--- src/rtl/aco_ant_agent.sv ---
// Ant-colony routing agent for one mesh router.
// Keeps a pheromone table (one row per destination, four directions per row),
// answers head-flit route requests with the strongest productive direction,
// and applies backward-ant reinforcement/evaporation to the table.
//
// Handshake: there is no backpressure. While o_ready=1 a request (i_req_val)
// and an ant update (i_ant_val) are each accepted on every clock edge where
// they are high. While o_ready=0 both are dropped. o_val is a one-cycle pulse
// qualifying o_output_req, one cycle after the accepted request.

`ifndef M
`define M 5
`endif

module aco_ant_agent #(
  parameter int MESH_X     = 4,
  parameter int MESH_Y     = 4,
  parameter int NODE_X     = 0,
  parameter int NODE_Y     = 0,
  parameter int PH_W       = 8,
  parameter int PH_INIT    = 128,
  parameter int PH_MIN     = 1,
  parameter int DEPOSIT    = 16,
  parameter int EVAP_SHIFT = 3
) (
  input  logic                              clk,
  input  logic                              reset,
  input  logic                              i_req_val,
  input  logic [$clog2(MESH_X)-1:0]         i_dest_x,
  input  logic [$clog2(MESH_Y)-1:0]         i_dest_y,
  input  logic                              i_ant_val,
  input  logic [$clog2(MESH_X*MESH_Y)-1:0]  i_ant_dest,
  input  logic [1:0]                        i_ant_port,
  output logic                              o_ready,
  output logic [`M-1:0]                     o_output_req,
  output logic                              o_val
);

  localparam int N      = MESH_X * MESH_Y;
  localparam int IDW    = $clog2(N);
  localparam int RW     = (N > 1) ? $clog2(N) : 1;
  localparam int OWN_ID = NODE_Y * MESH_X + NODE_X;

  localparam logic [PH_W-1:0] PH_MAX    = '1;
  localparam logic [PH_W-1:0] PH_INIT_V = PH_W'(PH_INIT);
  localparam logic [PH_W-1:0] PH_MIN_V  = PH_W'(PH_MIN);

  // Direction indices inside a table row: 0=N, 1=E, 2=S, 3=W.
  localparam int DIR_N = 0;
  localparam int DIR_E = 1;
  localparam int DIR_S = 2;
  localparam int DIR_W = 3;

  typedef enum logic {
    S_INIT = 1'b0,
    S_RUN  = 1'b1
  } state_t;

  state_t                state_q, state_d;
  logic [RW-1:0]         r_q, r_d;
  logic                  val_q, val_d;
  logic [`M-1:0]         req_q, req_d;
  logic [PH_W-1:0]       ph_q [N][4];
  logic [PH_W-1:0]       ph_d [N][4];

  logic                  run;
  logic [IDW-1:0]        lk_idx;
  logic [PH_W-1:0]       lk_row [4];
  logic [3:0]            prod;
  logic                  is_local;
  logic                  found;
  logic [PH_W-1:0]       best_p;
  logic [1:0]            best_d;
  logic [`M-1:0]         sel_onehot;
  logic                  ant_ok;

  // Saturating reinforcement, computed one bit wider than the entry.
  function automatic logic [PH_W-1:0] ph_deposit(input logic [PH_W-1:0] p);
    logic [PH_W:0] s;
    s = {1'b0, p} + (PH_W+1)'(DEPOSIT);
    if (s > {1'b0, PH_MAX}) ph_deposit = PH_MAX;
    else                    ph_deposit = s[PH_W-1:0];
  endfunction

  // Evaporation by p >> EVAP_SHIFT, floored at PH_MIN.
  function automatic logic [PH_W-1:0] ph_evap(input logic [PH_W-1:0] p);
    logic [PH_W:0] w;
    logic [PH_W:0] e;
    w = {1'b0, p};
    e = w - (w >> EVAP_SHIFT);
    if (e < {1'b0, PH_MIN_V}) ph_evap = PH_MIN_V;
    else                      ph_evap = e[PH_W-1:0];
  endfunction

  // FSM state register plus registered request outputs.
  always_ff @(posedge clk) begin
    if (reset) begin
      state_q <= S_INIT;
      r_q     <= '0;
      val_q   <= 1'b0;
      req_q   <= '0;
    end else begin
      state_q <= state_d;
      r_q     <= r_d;
      val_q   <= val_d;
      req_q   <= req_d;
    end
  end

  // Pheromone table storage; the INIT walk rewrites every row after reset.
  always_ff @(posedge clk) begin
    ph_q <= ph_d;
  end

  // Next state: walk one row per cycle in INIT, then park in RUN.
  always_comb begin
    state_d = state_q;
    r_d     = r_q;
    case (state_q)
      S_INIT: begin
        if (r_q == RW'(N - 1)) begin
          state_d = S_RUN;
          r_d     = '0;
        end else begin
          r_d = r_q + 1'b1;
        end
      end
      S_RUN:   state_d = S_RUN;
      default: state_d = S_INIT;
    endcase
  end

  // FSM outputs: accept traffic only once the table is fully initialised.
  always_comb begin
    run     = (state_q == S_RUN);
    o_ready = run;
  end

  // Lookup: productive set and strongest productive entry of the request row.
  always_comb begin
    lk_idx   = IDW'(int'(i_dest_y) * MESH_X + int'(i_dest_x));
    lk_row   = ph_q[lk_idx];
    is_local = (int'(i_dest_x) == NODE_X) && (int'(i_dest_y) == NODE_Y);
    prod        = '0;
    prod[DIR_N] = int'(i_dest_y) < NODE_Y;
    prod[DIR_E] = int'(i_dest_x) > NODE_X;
    prod[DIR_S] = int'(i_dest_y) > NODE_Y;
    prod[DIR_W] = int'(i_dest_x) < NODE_X;
    found  = 1'b0;
    best_p = '0;
    best_d = 2'd0;
    // Scanning in N,E,S,W order with a strict compare keeps the earlier
    // direction on ties.
    for (int d = 0; d < 4; d++) begin
      if (prod[d] && (!found || (lk_row[d] > best_p))) begin
        found  = 1'b1;
        best_p = lk_row[d];
        best_d = 2'(d);
      end
    end
    if (is_local) sel_onehot = `M'(5'b10000);
    else          sel_onehot = `M'(5'b01000 >> best_d);
  end

  // Request register input: a pulse one cycle after each accepted request.
  always_comb begin
    val_d = run && i_req_val;
    req_d = (run && i_req_val) ? sel_onehot : '0;
  end

  // Table next value: init row write, or ant read-modify-write of one row.
  always_comb begin
    ph_d   = ph_q;
    ant_ok = run && i_ant_val &&
             (int'(i_ant_dest) != OWN_ID) && (int'(i_ant_dest) < N);
    if (state_q == S_INIT) begin
      for (int k = 0; k < 4; k++) begin
        ph_d[r_q][k] = PH_INIT_V;
      end
    end else if (ant_ok) begin
      for (int k = 0; k < 4; k++) begin
        if (k == int'(i_ant_port)) ph_d[i_ant_dest][k] = ph_deposit(ph_q[i_ant_dest][k]);
        else                       ph_d[i_ant_dest][k] = ph_evap(ph_q[i_ant_dest][k]);
      end
    end
  end

  assign o_val        = val_q;
  assign o_output_req = req_q;

endmodule

--- config.mk ---
export PLATFORM = sky130hd
export DESIGN_NAME = aco_ant_agent
export DESIGN_NICKNAME = d
export VERILOG_FILES = /design/src/rtl/aco_ant_agent.sv
export SDC_FILE = /design/constraint.sdc
export NUM_CORES = 1
export LEC_CHECK = 0
export BUFFER_PORTS_ARGS = -buffer_cell sky130_fd_sc_hd__buf_4
export CAP_MARGIN = 40
export CORE_MARGIN = 1
export CORE_UTILIZATION = 55
export DETAILED_ROUTE_END_ITERATION = 10
export PLACE_DENSITY = 0.68
export SLEW_MARGIN = 20
export SYNTH_ARGS = -nofsm -noshare
export SYNTH_HDL_FRONTEND = slang
export SYNTH_SLANG_ARGS = --single-unit
--- constraint.sdc ---
create_clock -name clk -period 6.8 [get_ports clk]
set_clock_uncertainty 0.05 [all_clocks]
set_input_delay 1.02 -clock clk [delete_from_list [all_inputs] [get_ports clk]]
set_output_delay 1.02 -clock clk [all_outputs]
set_load 0.02 [all_outputs]
==> results.md <==
Status:
- The run finished with clean final reports.

STA:
- Of the available clock period, the critical path in the final layout requires 77.9%.
- The final count of hold timing violations was 0.
- For the pin with the worst max-slew slack, the measured transition is 0.920 ns.
- Setup slack closes at 1.50 ns.
- The remaining max-slew budget at the tightest pin is 38.5%.
- Setup violations remaining at the end of the flow were counted as 0.
- The sum of negative setup slack is 0 ns.
- The number of max-slew violations in the final report was 0.
- The maximum clock frequency is 189 MHz.
- Setup repair after global routing left no endpoint under its margin.
- The clock period could shrink to 5.30 ns.

Synthesis:
- The adder and majority gate portion of the synthesized area is 2.19%.
- The leading register cell type out of synthesis is sky130_fd_sc_hd__edfxtp_1.
- The number of distinct library cell variants in the gate-level netlist after synthesis is 71.
- After Yosys synthesis, XOR and XNOR cells account for 0.472% of the synthesized area.
- Yosys printed 0 warnings.
- After synthesis the cells add up to 16,700 um^2.
- After synthesis the netlist holds a flip-flop and latch count of 267.
- The cell count after synthesis came out at 1,407.
- After synthesis, the largest family of logic cells by area is multiplexers.
- A synthesized cell averages 11.9 um^2.
- Sequential cells were found to cover 47.3% of the synthesized design area.
- Of all flip-flops after synthesis, the portion carrying an async set or reset was 0%.
- The share of the synthesized area in compound gates (AO/OA/AOI/OAI) is 16.0%.
- The simple logic cell fraction of the synthesized area is 10.0%.
- The number of flops mapped to enable cells by yosys is 256.
- The portion of synthesized area spent on multiplexers is 19.9%.

Global routing:
- The number of antenna violations at the first check in global routing was 0.
- The global-route usage over all layers is 36.9%.
- The first global-routing pass estimated 83,500 um of wire.
- Entering global routing, the biggest net connects 70 pins.
- The via count of the first global-routing pass is 12,900.
- The aggregate global routing overflow is 0.

Drt:
- Detailed routing inserted a total of 13,500 vias.
- The final antenna-violating net count is 0.
- The post-detailed-route via-to-cell ratio is 7.41.
- Summed over all layers, the routed wires come to 56,600 um.
- The first detailed-routing pass ran for 6 iterations.
- In the final routed layout, each cell accounts on average for 31.1 um.
- In this run, the number of DRC markers left after iteration 0 of detailed routing was 2,473.
- After detailed routing, the number of remaining DRC violations is 0.

Job:
- Max-cap violations in this run came to 0.

Power:
- Dividing total power by cell area gives a power density of 289 nW/um^2.
- The sequential fraction of design power is 42.9%.
- The switching share of total power is 33.4%.
- The overall power of the completed layout is 5.30 mW.
- The cell internal power dissipation is 3.53 mW.
- The combinational share of power is 28.3%.
- The power dissipated by switching net loads is 1.77 mW.
- The clock network burns 28.8% of the power.
- In this run the static leakage power is 6.76 nW.
- The worst-case IR drop observed on VDD is 0.210 mV.

Clock network:
- The post-CTS setup-driven buffer insertion count is 0.
- In this run the deepest clock path goes through 3 buffers.
- The tree built by TritonCTS fans out to 267 sinks.
- Clock tree synthesis inserted a total of 29 buffers.
- The clock transition at the registers of the reported paths is 0.06 ns.
- The post-cts hold buffer count is 0.
- CTS built an H-tree with a depth of 1.
- The TritonCTS clock tree is done.
- The cell at the root of the clock tree is sky130_fd_sc_hd__clkbuf_16.
- The number of cells upsized or downsized after cts is 0.
- Clock latency on the worst-skew pair, taken at its later pin, is 0.58 ns.

Setup path:
- For this design, the slowest cell found on the critical path is sky130_fd_sc_hd__nand3b_1.
- For this run, the slowest stage of the critical path takes 0.66 ns.
- The worst path required time is 7.13 ns.
- The category of the most critical setup path is in2reg.
- Traced cell by cell, the critical path runs through buf_4 -> buf_4 -> mux4_2 -> a22oi_1 -> nand2_1 -> ha_1 -> nor2b_1 -> o21ai_0 -> a21oi_1 -> nor4_1 -> a211oi_1 -> nand3b_1 -> a221oi_1.
- The worst register-to-register path has a depth of 12.
- The nature of the critical path startpoint is a primary input.
- Across all register-to-register paths, the minimum setup slack is 2.30 ns.
- The data arrival time of the critical path is 5.63 ns.
- The critical path buffer and inverter count is 2.
- The capturing element type of the critical path is a flip-flop.
- The maximum net fanout on the critical path is 37.
- The cell that appears most often on the critical path is sky130_fd_sc_hd__buf_4.
- In this run the critical register-to-register path is captured at ph_q[15].
- The worst flop-to-flop path startpoint is ph_q[44].
- In this design, the largest share of critical-path delay is due to simple AND/OR/NAND/NOR gates.

Placed design:
- Buffers placed on the I/O ports in this run total 20.
- Timing analysis after detailed placement gives a worst setup slack of 1.04 ns.
- The last weighted congestion value of the routability-driven placer is 0.920.
- The HPWL after detailed placement is 36,400 um.

Floorplan:
- The floorplan has 63 rows.
- The area enclosed by the die boundary is 31,100 um^2.
- The total area inside the core boundary comes to 29,800 um^2.
- The number of top-level design ports is 21.
- From bottom edge to top edge, the die measures 176 um.
- From left edge to right edge, the die measures 176 um.
- For this configuration, the core starts out at a cell density of 56.1%.

Layout:
- The area growth from synthesis to layout is 9.66%.
- The filler cells instantiated in the layout total 2,376.
- The share of layout cells above drive strength 1 is 21.4%.
- After the last flow step, the layout net total stands at 1,448.
- Cells fill 61.5% of the core in the end.

Min path:
- The depth of the worst hold-timing path is 2.
- The worst min-delay path category is reg2reg.
- The sink of the worst hold path is ph_q[173].
- The startpoint identified for the worst hold timing path is ph_q[173].
-- cell usage after synthesis (12+ instances only) --
cell | instances | area, um^2
sky130_fd_sc_hd__nand3_1 | 18 | 90.1
sky130_fd_sc_hd__ha_1 | 26 | 325
sky130_fd_sc_hd__a21oi_1 | 47 | 235
sky130_fd_sc_hd__nand2_1 | 259 | 972
sky130_fd_sc_hd__edfxtp_1 | 256 | 7690
sky130_fd_sc_hd__mux2i_1 | 12 | 120
sky130_fd_sc_hd__buf_2 | 18 | 90.1
sky130_fd_sc_hd__a31oi_1 | 22 | 138
sky130_fd_sc_hd__nor2_1 | 50 | 188
sky130_fd_sc_hd__a22oi_1 | 20 | 150
sky130_fd_sc_hd__buf_1 | 12 | 45.0
sky130_fd_sc_hd__nor2b_1 | 16 | 100
sky130_fd_sc_hd__a22o_1 | 24 | 210
sky130_fd_sc_hd__clkbuf_1 | 72 | 270
sky130_fd_sc_hd__mux4_1 | 15 | 394
sky130_fd_sc_hd__mux4_2 | 124 | 2790
sky130_fd_sc_hd__o211ai_1 | 18 | 135
sky130_fd_sc_hd__o22ai_1 | 24 | 150
sky130_fd_sc_hd__inv_1 | 21 | 78.8
sky130_fd_sc_hd__o31ai_2 | 13 | 163
sky130_fd_sc_hd__o21ai_0 | 202 | 1010
-- cells in the final DEF (no fill, tap or decap), drive strengths merged, types with 11 or more instances in the layout --
cell type,count
nand2,260
edfxtp,256
o21ai,212
mux4,140
buf,87
nor2,50
a21oi,48
clkbuf,36
ha,26
a22o,24
o22ai,24
a31oi,23
inv,22
a22oi,22
o31ai,19
nand3,18
o211ai,18
nor2b,16
clkinv,13
mux2i,12
dfxtp,11
-- power by group through the flow --
stage               sequential (mW)  clock (mW)  combinational, mW
finish                         2.27        1.53               1.50
global route                   2.29        1.59               1.59
CTS                            2.26        1.53               1.45
detailed placement             2.29           0               1.45
global placement               2.28           0               1.41
floorplan                      2.22           0               1.03
-- worst register-to-register path, stage by stage, from the launching register on --
cell and delay (ns):
sky130_fd_sc_hd__edfxtp_1 0.43, sky130_fd_sc_hd__mux4_4 0.60, sky130_fd_sc_hd__a22oi_1 0.28, sky130_fd_sc_hd__nand2_1 0.25, sky130_fd_sc_hd__inv_1 0.15, sky130_fd_sc_hd__ha_1 0.24, sky130_fd_sc_hd__nor2b_1 0.13, sky130_fd_sc_hd__o21ai_0 0.23
sky130_fd_sc_hd__a21oi_1 0.18, sky130_fd_sc_hd__nor4_1 0.52, sky130_fd_sc_hd__a211oi_1 0.14, sky130_fd_sc_hd__nand3b_1 0.66, sky130_fd_sc_hd__a221oi_1 0.46
-- per-layer routing --
metal	vias to the layer above	track usage [%]	part of all wire [%]
met5	-	0	0
met2	1211	56.5	45
li1	5503	-	-
met3	179	9.07	14
met1	6601	52.0	37
met4	0	12.2	3.7
-- area by class of cell --
| cell class | instances | area (um^2) | share of cell area, % |
|---|---|---|---|
| diodes | 1 | 2.50 | 0.0137 |
| flip-flops and latches | 267 | 7910 | 43.1 |
| clock inverters | 18 | 140 | 0.765 |
| inverters | 22 | 82.6 | 0.451 |
| well taps | 390 | 488 | 2.66 |
| clock buffers | 36 | 752 | 4.10 |
| multi-input cells | 999 | 8220 | 44.9 |
| repair buffers | 87 | 731 | 3.99 |
-- cell families (layout without fill, tap and decap cells) --
group,Yosys count,count (layout)
other cells,1,3
fa+ha+maj,28,28
mux,152,152
simple gates,392,392
compound gates,416,416
buf+inv,142,163
flops,267,267
xor+xnor,9,9
-- sequential cells by signal (all words and copies together) (netlist names) --
register / flops
o_output_req: 5
o_ready: 1
o_val: 1
ph_q: 256
r_q: 4
-- per-stage QoR --
step           std cells  cell area (um^2)  hold slack [ns]
2_1_floorplan       1408             16700            0.480
3_3_place_gp        1750             17200            0.500
3_5_place_dp        1759             17300            0.512
4_1_cts             1813             18200            0.527
5_1_grt             1819             18300            0.554
6_report            1820             18300            0.527
-- worst max-delay path by stage --
stage | startpoint | end | slack, ns | cells past startpoint
6_report | i_ant_dest[0] | ph_q[15] | 1.50 | 13
5_1_grt | i_ant_dest[0] | ph_q[15] | 1.32 | 13
4_1_cts | i_ant_dest[0] | ph_q[15] | 1.61 | 13
3_5_place_dp | i_ant_dest[0] | ph_q[23] | 1.04 | 13
3_3_place_gp | i_ant_dest[3] | ph_q[15] | 0.98 | 13
2_1_floorplan | i_ant_dest[1] | ph_q[104] | 1.69 | 19
Power figures use the tool's default switching activity.
